### src/rtl/key_debounce_multi.sv
// -----------------------------------------------------------------------------
// key_debounce_multi
//
// Multi-channel push-button debouncer. Every channel is independent:
//   raw key -> 2-FF synchroniser (s1, s2) -> stability counter -> key_value
// A new level is accepted only after it has been seen on s2 for CNT_MAX
// consecutive cycles. Accepting a level produces a one-cycle press or release
// pulse. With LONG_PRESS_EN defined, each channel also has a hold counter that
// emits one long_press pulse LONG_MAX cycles after the press pulse.
//
// Build option:
//   LONG_PRESS_EN  - defined: hold counters are built and long_press is live.
//                    undefined: no hold counters, long_press is tied low.
//
// Parameters:
//   NUM_KEYS   number of channels (1..32)
//   CNT_MAX    stable cycles required to accept a new level (>= 2)
//   CNT_W      debounce counter width, 2**CNT_W > CNT_MAX-1
//   ACTIVE_LOW 1: pressed key reads 0, 0: pressed key reads 1
//   LONG_MAX   pressed cycles before long_press (LONG_PRESS_EN only)
//   LONG_W     hold counter width, 2**LONG_W > LONG_MAX-1
//
// Ports:
//   clk          system clock, rising edge
//   rstn         asynchronous active-low reset
//   key          raw asynchronous button inputs
//   key_value    debounced level per channel
//   press        one-cycle pulse when key_value enters the pressed level
//   release_evt  one-cycle pulse when key_value enters the idle level
//                ('release' is a reserved word in SystemVerilog)
//   long_press   one-cycle pulse after the hold time
// -----------------------------------------------------------------------------
module key_debounce_multi #(
  parameter int NUM_KEYS   = 4,
  parameter int CNT_MAX    = 1_000_000,
  parameter int CNT_W      = 20,
  parameter int ACTIVE_LOW = 1,
  parameter int LONG_MAX   = 50_000_000,
  parameter int LONG_W     = 26
) (
  input  logic                clk,
  input  logic                rstn,
  input  logic [NUM_KEYS-1:0] key,
  output logic [NUM_KEYS-1:0] key_value,
  output logic [NUM_KEYS-1:0] press,
  output logic [NUM_KEYS-1:0] release_evt,
  output logic [NUM_KEYS-1:0] long_press
);

  localparam logic                IDLE     = (ACTIVE_LOW != 0);
  localparam logic [NUM_KEYS-1:0] IDLE_VEC = {NUM_KEYS{IDLE}};
  localparam logic [CNT_W-1:0]    CNT_LAST = CNT_W'(CNT_MAX - 1);

  // Reject configurations the counters cannot represent.
  generate
    if (NUM_KEYS < 1 || NUM_KEYS > 32 || CNT_MAX < 2 ||
        ((CNT_MAX - 1) >> CNT_W) != 0 || LONG_MAX < 1 ||
        ((LONG_MAX - 1) >> LONG_W) != 0) begin : g_bad_params
      $error("key_debounce_multi: illegal parameter combination");
    end
  endgenerate

  logic [NUM_KEYS-1:0] s1;
  logic [NUM_KEYS-1:0] s2;
  logic [CNT_W-1:0]    cnt [NUM_KEYS];
  logic [NUM_KEYS-1:0] accept;

  // A channel accepts s2 on the edge where it has already differed from
  // key_value for CNT_MAX-1 edges, i.e. this is the CNT_MAX-th one.
  // NOTE: every signal written in always_comb gets a default first, so no
  // path leaves it unassigned and no latch is inferred.
  always_comb begin
    accept = '0;
    for (int i = 0; i < NUM_KEYS; i++) begin
      accept[i] = (s2[i] != key_value[i]) && (cnt[i] == CNT_LAST);
    end
  end

  // Synchronisers reset to the idle level so reset itself never looks like
  // a key change.
  // NOTE: sequential state uses non-blocking assignments so every register
  // samples the pre-edge values, independent of statement order.
  always_ff @(posedge clk or negedge rstn) begin
    if (!rstn) begin
      s1 <= IDLE_VEC;
      s2 <= IDLE_VEC;
    end else begin
      s1 <= key;
      s2 <= s1;
    end
  end

  // NOTE: the counter array is reset explicitly; a reset mid-qualification
  // must discard the partial count rather than resume from it.
  always_ff @(posedge clk or negedge rstn) begin
    if (!rstn) begin
      key_value   <= IDLE_VEC;
      press       <= '0;
      release_evt <= '0;
      for (int i = 0; i < NUM_KEYS; i++) begin
        cnt[i] <= '0;
      end
    end else begin
      for (int i = 0; i < NUM_KEYS; i++) begin
        press[i]       <= accept[i] && (s2[i] != IDLE);
        release_evt[i] <= accept[i] && (s2[i] == IDLE);
        // Any matching cycle restarts qualification; the counter stops at
        // CNT_MAX-1 because acceptance clears it on the next edge.
        if ((s2[i] == key_value[i]) || accept[i]) begin
          cnt[i] <= '0;
        end else begin
          cnt[i] <= cnt[i] + CNT_W'(1);
        end
        if (accept[i]) begin
          key_value[i] <= s2[i];
        end
      end
    end
  end

`ifdef LONG_PRESS_EN
  localparam logic [LONG_W-1:0] LONG_LAST = LONG_W'(LONG_MAX - 1);

  logic [LONG_W-1:0]   hold  [NUM_KEYS];
  logic [NUM_KEYS-1:0] fired;

  // The hold counter sits at zero while the channel is idle, so it is zero on
  // the edge producing press. It counts while pressed and, on the edge after
  // it reaches LONG_MAX-1, fires once; 'fired' blocks any auto-repeat until
  // the key is released. The release edge itself clears it as well.
  always_ff @(posedge clk or negedge rstn) begin
    if (!rstn) begin
      long_press <= '0;
      fired      <= '0;
      for (int i = 0; i < NUM_KEYS; i++) begin
        hold[i] <= '0;
      end
    end else begin
      for (int i = 0; i < NUM_KEYS; i++) begin
        long_press[i] <= 1'b0;
        if ((key_value[i] == IDLE) || accept[i]) begin
          hold[i]  <= '0;
          fired[i] <= 1'b0;
        end else if (!fired[i]) begin
          if (hold[i] == LONG_LAST) begin
            long_press[i] <= 1'b1;
            fired[i]      <= 1'b1;
          end else begin
            hold[i] <= hold[i] + LONG_W'(1);
          end
        end
      end
    end
  end
`else
  assign long_press = '0;
`endif

endmodule

### config.mk
export PLATFORM = sky130hd
export DESIGN_NAME = key_debounce_multi
export DESIGN_NICKNAME = d
export VERILOG_FILES = /design/src/rtl/key_debounce_multi.sv
export SDC_FILE = /design/constraint.sdc
export NUM_CORES = 1
export LEC_CHECK = 0
export CAP_MARGIN = 20
export CORE_ASPECT_RATIO = 0.6
export CORE_MARGIN = 2
export CORE_UTILIZATION = 41
export CTS_CLUSTER_DIAMETER = 30
export DETAILED_ROUTE_END_ITERATION = 16
export PLACE_DENSITY = 0.58
export REMOVE_ABC_BUFFERS = 1
export SKIP_CTS_REPAIR_TIMING = 1
export SLEW_MARGIN = 20
export SYNTH_ARGS = -nofsm -noshare
export SYNTH_HDL_FRONTEND = slang
export SYNTH_SLANG_ARGS = --single-unit
### constraint.sdc
create_clock -name clk -period 2.95 [get_ports clk]
set_input_delay 0.59 -clock clk [delete_from_list [all_inputs] [get_ports clk]]
set_output_delay 0.59 -clock clk [all_outputs]
set_load 0.02 [all_outputs]
Yosys cells after proc, flatten, opt, wreduce, memory -nomap -nowiden
Cells that the tools add are included.
- register bits after elaboration: 100
- input port bits: 6
- output and inout port bits: 16
- word-level logic and storage cells: 52
- add/subtract/negate cells: 4
- equality and inequality tests: 12
- mux-type cells: 4
- bitwise operators: 4
- reduce and logical (&&, ||, !) cells: 16
- operators with widths (kind ; count):
    $add A20 B1 Y20 const B ; 4
    $eq A20 B20 Y1 const B ; 4
    $mux W20 ; 4
    $logic_and A1 B1 Y1 ; 12
    $eq A1 B1 Y1 ; 4
    $logic_or A1 B1 Y1 ; 4
    $ne A1 B1 Y1 ; 4
    $not A1 Y1 ; 4

Logic depth before layout (Yosys ltp)
- depth after elaboration: 4
- mapped depth: 6
- depth with buffers taken out: 5

Least setup slack after synthesis
No wires, ideal clock.
- kind: reg-to-reg
- start point: register cnt[12] in the netlist's numbering
- end point: register key_value[3]
- setup time: 0.082 ns
- arrival time: 2.123 ns
- data required time: 2.868 ns
- setup slack: 0.745 ns
- stages on the path, launching flop included: 5
- buffers on the path: 0
- clock period less this slack: 2.205 ns
- path through: dfrtp_1 -> or4_1 -> or4_4 -> or3_4 -> mux2_4
- cells in the longest elaborated chain, start to end: 2
- ends and longest elaborated chain (item ; RTL line ; RTL):
    start, declared ; 65 ; logic [CNT_W-1:0] cnt [NUM_KEYS];
    start signal, assigned by index ; 112 ; cnt[i] <= cnt[i] + CNT_W'(1);
    $eq A20 B20 Y1 ; 75 ; accept[i] = (s2[i] != key_value[i]) && (cnt[i] == CNT_LAST);
    $logic_and A1 B1 Y1 ; 75 ;
    end signal, assigned by index ; 115 ; key_value[i] <= s2[i];
    end, declared ; 44 ; output logic [NUM_KEYS-1:0] key_value,
Every way passes these cells.
A chain may end at the register's enable or synchronous reset.

Worst setup path after layout
- start point: register cnt[12] in the netlist's numbering
- end point: register cnt[8] in the netlist's numbering
- cells in the longest elaborated chain, start to end: 4
- ends and longest elaborated chain (item ; RTL line ; RTL):
    $eq A20 B20 Y1 ; 75 ;
    $logic_and A1 B1 Y1 ; 75 ;
    $logic_or A1 B1 Y1 ; 109 ; if ((s2[i] == key_value[i]) || accept[i]) begin
    $mux W20 ; 109 ;
Every way passes these cells.

==> run metrics <==
r2r startpoint cnt[12]$_DFF_PN0_; gr ovfl total 0; Die Span X between 100 and 150 um; Synth area leader dfrtp_1; diode count 0; yosys warns 0; Worst R2R Setup Slack 0.61 ns; DR pass1 iterations 6; min-delay worst type in -> async; register area share after synthesis 0.538; fmax around 0.43 GHz; DR DRC count 0; Die Area 12,300 um^2; Async SR Flop Fraction 1.00; R2R depth 5; CP startpoint kind flip-flop; H-tree levels 3; Post-Layout Cell Count roughly 620; antenna-violating nets left 0; GRT met2 Usage 0.215; Clk pwr share 0.451; GRT Overall Usage 0.162; Required @ worst endpoint between 3 and 4 ns; Crit Path Class reg -> reg; top cell type's share of synthesized area 0.471; maximum fanout along the worst path 12; top cells by count, synth dfrtp_1 (88), nor2_1 (71), xnor2_1 (40); Pwr Total 2740 uW; vias per inst ~5.3; core area 11,200 um^2; worst skew pair latency 0.34 ns; Mapped Cells ~450; Mapped Area 4680 um^2; Hold Vio Cnt, Final 0; crit-path cells or4_1 > or4_4 > o31ai_4 > buf_4 > nor2_1; WP data arrival between 2 and 3 ns; DR iter-0 viols 250; syn_area_per_cell roughly 11 um^2; Max-Cap Viols 0; Psw 578 uW; Finished Core Util 0.477; Num CTS Buffers 9; Pins Over Slew Limit 0; routability cong. ~0.8; # clock sinks 100; Comb pwr share 0.033; synth unique cells 45; largest cells by area after synthesis dfrtp_1 (47%), xnor2_1 (7.5%), dfstp_2 (6.7%), nor2_1 (5.7%), xor2_1 (3.4%); Sw Ratio 0.211; Pleak about 0.0021 uW; outcome finished, final reports clean; TNS Setup 0 ns; capturing point of the worst reg2reg path cnt[8]$_DFF_PN0_; vias in the first global route 3,103; Std-Cell Rows 30; dpl hpwl around 6000 um; die height slightly below 90 um; register bit total from synthesis 100; clk_skew just under 0.007 ns; TritonCTS clock tree yes; Vias 3,268; largest net degree at the start of global routing 53; Reg clk slew, reported paths ~0.060 ns; cell with the most instances after synthesis dfrtp_1; initial core utilization 0.417; grt met3 use 0.0398; Peak VDD IR between 300 and 400 uV; Placed Instances just over 600; Period minus WS final between 2 and 2.5 ns; transition time of the tightest slew-check pin roughly 0.63 ns; RSZ-0062 raised after global routing no; layer carrying the most global-route usage met1; slowest CP cell or4_1; setup violators final 0; buffers added on ports 17; first-pass GRT wire length ~16,000 um; pwr dens 512 nW/um^2; initial antenna violation count 0; Syn-to-layout area delta 14.4%; Main synth FF type dfrtp_1; CP endpoint kind flip-flop; met1 GRT Util 0.260; CTS Root Cell clkbuf_16; final WL slightly above 9000 um; routed len/inst around 15 um; CTS max path bufs 2; final worst path period share 0.794; share of layout cells above drive strength 1 0.103; final net count about 480; I/O pin cnt 22; Sequential Power Share 0.516; Slowest Stage Delay on Critical Path 0.53 ns; Pint 2160 uW; number of flops mapped to enable cells by yosys 0; headroom to the max-slew limit 0.580
==> cells in the final DEF, fill, tap and decap left out, drive strengths merged, types with 10 or more instances in the layout <==
| cell type | count |
|---|---|
| nor2 | 71 |
| clkbuf | 10 |
| o31ai | 10 |
| or4 | 12 |
| a21oi | 12 |
| nand2 | 21 |
| nand3 | 23 |
| xor2 | 18 |
| nor4 | 15 |
| inv | 12 |
| dfrtp | 88 |
| dfstp | 12 |
| nor3 | 13 |
| and3 | 11 |
| nand4 | 15 |
| xnor2 | 40 |
| clkdlybuf4s50 | 16 |
==> through the flow <==
step	setup WS, ns	cell area [um^2]	hold slack [ns]
floorplan	0.745	4630	0.294
global placement	0.665	5040	0.346
detailed placement	0.635	5040	0.348
CTS	0.619	5350	0.287
global route	0.485	5350	0.309
finish	0.609	5350	0.265
==> sequential cells by signal, indices dropped and copies added (netlist names) <==
name and flops:
key_value 4, s2 4, press 4, release_evt 4, s1 4, cnt 80
==> worst max-delay path, delay by kind of cell (launching register included) <==
family	cells	cell delay, ns
compound gates	1	0.42
buf+inv	1	0.27
simple gates	3	1.11
flops	1	0.43
==> area by class of cell <==
cell class                      instances  area, um^2
Timing Repair Buffer                   24         233
Sequential cell                       100        2520
Fill cell                            1045        5870
Inverter                               12        45.0
Tap cell                              144         180
Clock inverter                          6        80.1
Multi-Input combinational cell        326        2070
Clock buffer                           10         229
==> how the worst max path moves through the flow <==
stage / from / endpoint / slack, ns / cells past startpoint
4_1_cts: cnt[12]$_DFF_PN0_ / cnt[8]$_DFF_PN0_ / 0.62 / 5
3_3_place_gp: cnt[12]$_DFF_PN0_ / cnt[10]$_DFF_PN0_ / 0.67 / 5
6_report: cnt[12]$_DFF_PN0_ / cnt[8]$_DFF_PN0_ / 0.61 / 5
5_1_grt: cnt[12]$_DFF_PN0_ / cnt[14]$_DFF_PN0_ / 0.48 / 5
3_5_place_dp: cnt[12]$_DFF_PN0_ / cnt[12]$_DFF_PN0_ / 0.64 / 5
2_1_floorplan: cnt[12]$_DFF_PN0_ / key_value[3]$_DFFE_PN1P_ / 0.74 / 4
==> power groups by stage <==
stage	clock (uW)	sequential, uW	combinational [uW]
floorplan	0	1430	38.8
CTS	1280	1410	93.9
global route	1340	1420	104
finish	1240	1410	90.4
global placement	0	1440	91.2
detailed placement	0	1440	93.3
==> cells by family (layout without fill, tap and decap cells) <==
family | Yosys count | after routing | synth area share
AO/OA/AOI/OAI | 36 | 36 | 0.0557
other | 1 | 4 | 0.000802
flip-flops | 100 | 100 | 0.538
multiplexers | 6 | 6 | 0.0147
adder cells (fa/ha/maj) | 4 | 4 | 0.0107
buffers and inverters | 22 | 52 | 0.0222
AND/OR/NAND/NOR | 218 | 218 | 0.249
XOR/XNOR | 58 | 58 | 0.109
==> layer usage <==
| layer | wire length [um] | share of wire |
|---|---|---|
| met4 | 81 | 0.0089 |
| met1 | 5140 | 0.56 |
| met3 | 291 | 0.032 |
| met2 | 3600 | 0.39 |
| met5 | 0 | 0 |
No activity file was read; power rests on OpenSTA's default activity.
